### config.mk
export PLATFORM = sky130hd
export DESIGN_NAME = fetch_queue
export DESIGN_NICKNAME = d
export VERILOG_FILES = /design/src/rtl/proc_pkg.sv /design/src/rtl/fetch_queue_buffer.sv /design/src/rtl/fetch_queue.sv
export SDC_FILE = /design/constraint.sdc
export NUM_CORES = 1
export LEC_CHECK = 0
export CAP_MARGIN = 20
export CORE_MARGIN = 2
export CORE_UTILIZATION = 50
export CTS_CLUSTER_DIAMETER = 150
export DETAILED_ROUTE_END_ITERATION = 10
export PLACE_DENSITY = 0.79
export SLEW_MARGIN = 20
export SYNTH_ARGS = -nofsm -noshare
export SYNTH_HDL_FRONTEND = slang
export SYNTH_SLANG_ARGS = --single-unit
### constraint.sdc
create_clock -name clock -period 2.1 [get_ports clock]
set_clock_uncertainty 0.2 [all_clocks]
set_input_delay 0.525 -clock clock [delete_from_list [all_inputs] [get_ports clock]]
set_output_delay 0.525 -clock clock [all_outputs]
set_load 0.02 [all_outputs]
### src/rtl/proc_pkg.sv
// Shared processor types for the fetch stage: word/address widths,
// queue entry layout and fetch FSM state encoding.
package proc_pkg;

    localparam int WORD_W = 8;
    localparam int OP_W   = 3;
    localparam int AW     = WORD_W - OP_W;

    typedef logic [AW-1:0]     addr_t;
    typedef logic [WORD_W-1:0] word_t;

    typedef struct packed {
        addr_t pc;
        word_t instr;
    } fq_entry_t;

    typedef enum logic {
        START = 1'b0,
        RUN   = 1'b1
    } fq_state_t;

    // Sequential PC step; wraps naturally at 2^AW.
    function automatic addr_t pc_next(input addr_t pc);
        return pc + addr_t'(1);
    endfunction

endpackage

### src/rtl/fetch_queue_buffer.sv
// fq_buffer: DEPTH-entry circular buffer of fetched words.
// Flush wins over push/pop and empties the buffer in one cycle.
module fq_buffer
    import proc_pkg::*;
#(
    parameter  int DEPTH = 2,
    localparam int PW    = (DEPTH > 1) ? $clog2(DEPTH) : 1,
    localparam int CW    = $clog2(DEPTH + 1)
) (
    input  logic          clock,
    input  logic          reset,
    input  logic          push,
    input  logic          pop,
    input  logic          flush,
    input  fq_entry_t     wdata,
    output fq_entry_t     head,
    output logic [CW-1:0] count,
    output logic          full
);

    fq_entry_t      mem [DEPTH];
    logic [PW-1:0]  rd;
    logic [PW-1:0]  wr;

    // Pointers wrap at DEPTH, which need not be a power of two.
    function automatic logic [PW-1:0] ptr_inc(input logic [PW-1:0] p);
        return (p == PW'(DEPTH - 1)) ? '0 : p + PW'(1);
    endfunction

    assign head = mem[rd];
    assign full = (count == CW'(DEPTH));

    // Storage, pointers and occupancy; flush discards everything still held.
    always_ff @(posedge clock or posedge reset) begin
        if (reset) begin
            rd    <= '0;
            wr    <= '0;
            count <= '0;
            for (int i = 0; i < DEPTH; i++) mem[i] <= '0;
        end else if (flush) begin
            rd    <= '0;
            wr    <= '0;
            count <= '0;
        end else begin
            if (push) begin
                mem[wr] <= wdata;
                wr      <= ptr_inc(wr);
            end
            if (pop) rd <= ptr_inc(rd);
            count <= count + CW'(push) - CW'(pop);
        end
    end

    // Occupancy must stay within 0..DEPTH.
    a_no_overflow: assert property (@(posedge clock) disable iff (reset)
        !(push && !pop && !flush && full));
    a_no_underflow: assert property (@(posedge clock) disable iff (reset)
        !(pop && (count == '0)));

endmodule

### src/rtl/fetch_queue.sv
// fetch_queue: drives the ROM address from the PC, captures {PC, Idata}
// into a small prefetch queue and hands words to decode over valid/ready.
// Branch redirects flush the queue and reload the PC.
// Optional: define FETCH_STATS_EN to add saturating fetch/stall counters.
module fetch_queue
    import proc_pkg::*;
#(
    parameter int DEPTH = 2
) (
    input  logic              clock,
    input  logic              reset,
    output logic [AW-1:0]     Iaddress,
    input  logic [WORD_W-1:0] Idata,
    input  logic              en,
    output logic              ir_valid,
    input  logic              ir_ready,
    output logic [WORD_W-1:0] ir_data,
    output logic [AW-1:0]     ir_pc,
    input  logic              br_take,
    input  logic [AW-1:0]     br_target
`ifdef FETCH_STATS_EN
    ,
    output logic [15:0]       fetch_cnt,
    output logic [15:0]       stall_cnt
`endif
);

    localparam int CW = $clog2(DEPTH + 1);

    fq_state_t     state;
    fq_state_t     state_nxt;
    logic          running;
    addr_t         pc;
    logic          push;
    logic          pop;
    logic          full;
    logic [CW-1:0] count;
    fq_entry_t     head;
    fq_entry_t     wdata;

    assign Iaddress = pc;
    assign ir_valid = (count != '0);
    assign ir_data  = head.instr;
    assign ir_pc    = head.pc;
    assign pop      = ir_valid & ir_ready;
    assign wdata    = '{pc: pc, instr: Idata};

    // FSM state register.
    always_ff @(posedge clock or posedge reset) begin
        if (reset) state <= START;
        else       state <= state_nxt;
    end

    // FSM next state: START lasts one cycle; a redirect always lands in RUN.
    always_comb begin
        state_nxt = state;
        if (br_take) begin
            state_nxt = RUN;
        end else begin
            case (state)
                START:   state_nxt = RUN;
                RUN:     state_nxt = RUN;
                default: state_nxt = START;
            endcase
        end
    end

    // FSM outputs: pushes only in RUN, never during a redirect; a full
    // queue may still accept a word when the head leaves this cycle.
    always_comb begin
        running = (state == RUN);
        push    = running & en & ~br_take & (~full | pop);
    end

    // PC: redirect target has priority, otherwise advance on each push.
    always_ff @(posedge clock or posedge reset) begin
        if (reset)        pc <= '0;
        else if (br_take) pc <= br_target;
        else if (push)    pc <= pc_next(pc);
    end

    fq_buffer #(.DEPTH(DEPTH)) u_buf (
        .clock (clock),
        .reset (reset),
        .push  (push),
        .pop   (pop),
        .flush (br_take),
        .wdata (wdata),
        .head  (head),
        .count (count),
        .full  (full)
    );

`ifdef FETCH_STATS_EN
    logic stall;
    assign stall = running & en & ~br_take & full & ~pop;

    // Saturating counters of pushes and of full-queue stall cycles.
    always_ff @(posedge clock or posedge reset) begin
        if (reset) begin
            fetch_cnt <= '0;
            stall_cnt <= '0;
        end else begin
            if (push && fetch_cnt != 16'hFFFF)  fetch_cnt <= fetch_cnt + 16'd1;
            if (stall && stall_cnt != 16'hFFFF) stall_cnt <= stall_cnt + 16'd1;
        end
    end
`endif

endmodule

==> key figures <==
Clock tree
  – Clk Tree Root Cell: clkbuf_4
  – Clk Latency, worst-skew pair: 0.34 ns
  – CTS tree: done
  – H-Tree Level Count: 2
  – Cts hold-fix bufs: 0
  – Clock slew seen by the registers of the worst setup and hold paths: 0.12 ns
  – Max Buffers Root-to-Sink: 2
  – Total CTS buffers: 5
  – CTS Sinks: 36

Timing
  – Max Slew Vio Count: 0
  – Final-report hold violation count: 0
  – RSZ-0062 raised after global routing: yes
  – Fin Setup TNS: -0.594 ns
  – Worst hold slack: 0.291 ns
  – Min Tclk post-route: 2.18 ns
  – Fin worst setup slack: -0.0820 ns
  – Crit share post-route: 1.04
  – Max Clk Rate: 0.458 GHz
  – Setup-failing EPs final: 8

Layout
  – Nets: 205
  – Fin cells: 231
  – Final core occ: 0.733
  – Diode count: 0
  – Fraction of layout cells with a size suffix above 1: 0.481
  – Final instance area: 2450 µm²
  – Area growth syn-to-layout: 41.9%

Power and ir drop
  – Leakage: 1.22 nW
  – Combinational share of power: 0.494
  – Psw: 0.903 mW
  – Int Pwr: 1.87 mW
  – Switching share of power: 0.326
  – Sequential share of power: 0.373
  – Power Total: 2.77 mW
  – Worst IR Drop VDD: 469 µV
  – Pwr/cell area: 1130 nW/µm²
  – Clk pwr share: 0.134

Setup path
  – Worst setup EP type: output pin
  – Highest net fanout along the worst path: 6
  – Setup Crit Path Kind: register to output pin
  – CP Cell Sequence: buf_12 > buf_6 > mux2_4 > buf_6
  – Required @ worst endpoint: 1.37 ns
  – Buf/Inv on CP: 3
  – Worst path most repeated cell: buf_6
  – CP max-delay cell: dfrtp_1
  – Slowest Stage Delay on Critical Path: 0.43 ns
  – CP Data Arrival Time: 1.46 ns
  – Top cell family by delay on the critical path: flip-flops
  – Setup crit start kind: register

Synth
  – Synth top area share: 0.522
  – Most common cell in the synthesized netlist: dfrtp_1
  – Yosys top cell by area: dfrtp_1
  – Multiplexer area fraction after synthesis: 0.276
  – Post-synth EDFFs: 0
  – Most common library cells after synthesis: dfrtp_1, mux2_2, mux2_4
  – Largest family of logic cells by synthesized area: multiplexers
  – Synthesized-area fraction occupied by adder cells: 0.0218
  – Synthesized area per cell: 14.0 µm²
  – Simple-Gate Fraction of Synth Area: 0.0871
  – Register area share after synthesis: 0.522
  – Asr flop ratio synth: 1.00
  – #FFs+latches synth: 36
  – XOR/XNOR Fraction of Synth Area: 0.0152
  – Synth unique cells: 32
  – Synth Flop Type: dfrtp_1
  – Cell count after synthesis: 123
  – Most area-consuming cells after synthesis: dfrtp_1, mux2_2, mux2_4
  – Syn Std Cell Area: 1720 µm²
  – Synth Net Count: 144
  – Synth warn: 0
  – Compound-Gate Fraction of Synth Area: 0.0472

Die
  – Die ar.: 3930 µm²
  – FP Rows: 21
  – Area of the core: 3340 µm²
  – Die Wd: 62.7 µm
  – I/O pin total: 37
  – Starting density of the core: 0.517
  – Die height: 62.7 µm

Routing
  – Final WL: 3660 µm
  – DRT iter0 DRCs: 48
  – Avg WL per Cell: 15.8 µm
  – Number of remaining DRC errors: 0
  – 1st-pass router iterations: 4
  – DRT antenna net count: 0
  – Vias per Instance: 5.25
  – DR vias: 1213

Run
  – Max Cap Violations: 0

Global route
  – First-pass GRT wire length: 6380 µm
  – Initial antenna violation count: 0
  – Total track usage: 0.208
  – Number of global-route vias before repair: 1364
  – Gr ovfl total: 0
  – Pin count of the biggest net entering global routing: 25

Placed design
  – Port Buf Inserts: 36
  – Placed Cells: 219
  – GPL Wtd Cong: 0.859
  – Hpwl dp: 2550 µm
  – Placed inst area: 2280 µm²
  – Place WS: -0.282 ns

Run status
  – Outcome: finished with violations
  – Failing checks: setup timing

Worst hold path
  – Hold Path Class: input port to async pin
-- power groups by stage --
stage	sequential, mW	clock [mW]	combinational (mW)
2_1_floorplan	1.02	0	0.678
3_3_place_gp	1.02	0	1.16
3_5_place_dp	1.04	0	1.18
4_1_cts	1.02	0.379	1.18
5_1_grt	1.06	0.422	1.45
6_report	1.03	0.370	1.37
-- layout make-up --
class / count / area (µm²)
Clock buffer: 5 / 37.5
Inverter: 5 / 18.8
Clock inverter: 3 / 18.8
Multi-Input combinational cell: 77 / 817
Tap cell: 46 / 57.6
Timing Repair Buffer: 59 / 597
Fill cell: 233 / 890
Sequential cell: 36 / 901
-- repair_timing --
item / in CTS / in global routing
setup endpoints to repair: 16 / 17
pin swaps: 0 / 0
resized for setup: 66 / 37
setup buffers: 5 / 0
-- routing by layer --
| layer | global-route usage | vias up | wire [µm] |
|---|---|---|---|
| li1 | - | 568 | - |
| met1 | 0.243 | 610 | 1540 |
| met2 | 0.364 | 33 | 1940 |
| met3 | 0.0577 | 2 | 165 |
| met4 | 0.0778 | 0 | 19 |
| met5 | 0 | - | 0 |
-- registers in the layout, indices dropped and copies added, names as in the netlist --
register and flops:
u_buf.count 2, u_buf.mem 26, u_buf.wr 1, u_buf.rd 1
Iaddress 5, running 1
-- worst register-to-register path, cell delays in order (launching register included) --
cell,delay (ns)
dfrtp_1,0.39
buf_4,0.15
nor3b_4,0.15
or3b_1,0.42
buf_12,0.18
mux2_4,0.29
-- layout by cell type, fill, tap and decap left out, drive strengths merged, types with 3 or more instances in the layout --
cell type,instances
inv,5
clkinv,3
mux2,39
nand2,3
clkbuf,6
ha,3
nor2,3
clkdlybuf4s50,17
buf,36
dlymetal6s2s,3
dfrtp,36
nand3,4
-- final timing paths --
kind                                      end  depth (start not counted)  slack [ns]      startpoint
worst max-delay path               ir_data[0]                          4       -0.08        u_buf.rd
worst min-delay path                 u_buf.wr                          3        0.29           reset
worst max register to register   u_buf.mem[3]                          5        0.22  u_buf.count[1]
worst min register to register  u_buf.mem[23]                          1        0.32   u_buf.mem[23]
max in group asynchronous       u_buf.mem[23]                          3        1.11           reset
min in group clock              u_buf.mem[23]                          1        0.32   u_buf.mem[23]
-- cells by family after synthesis --
logic type / count (synthesis)
fa+ha+maj: 3
other cells: 1
compound gates: 10
xor+xnor: 3
buf+inv: 10
mux: 39
flops: 36
simple gates: 21
No activity file was read; power rests on OpenSTA's default activity.
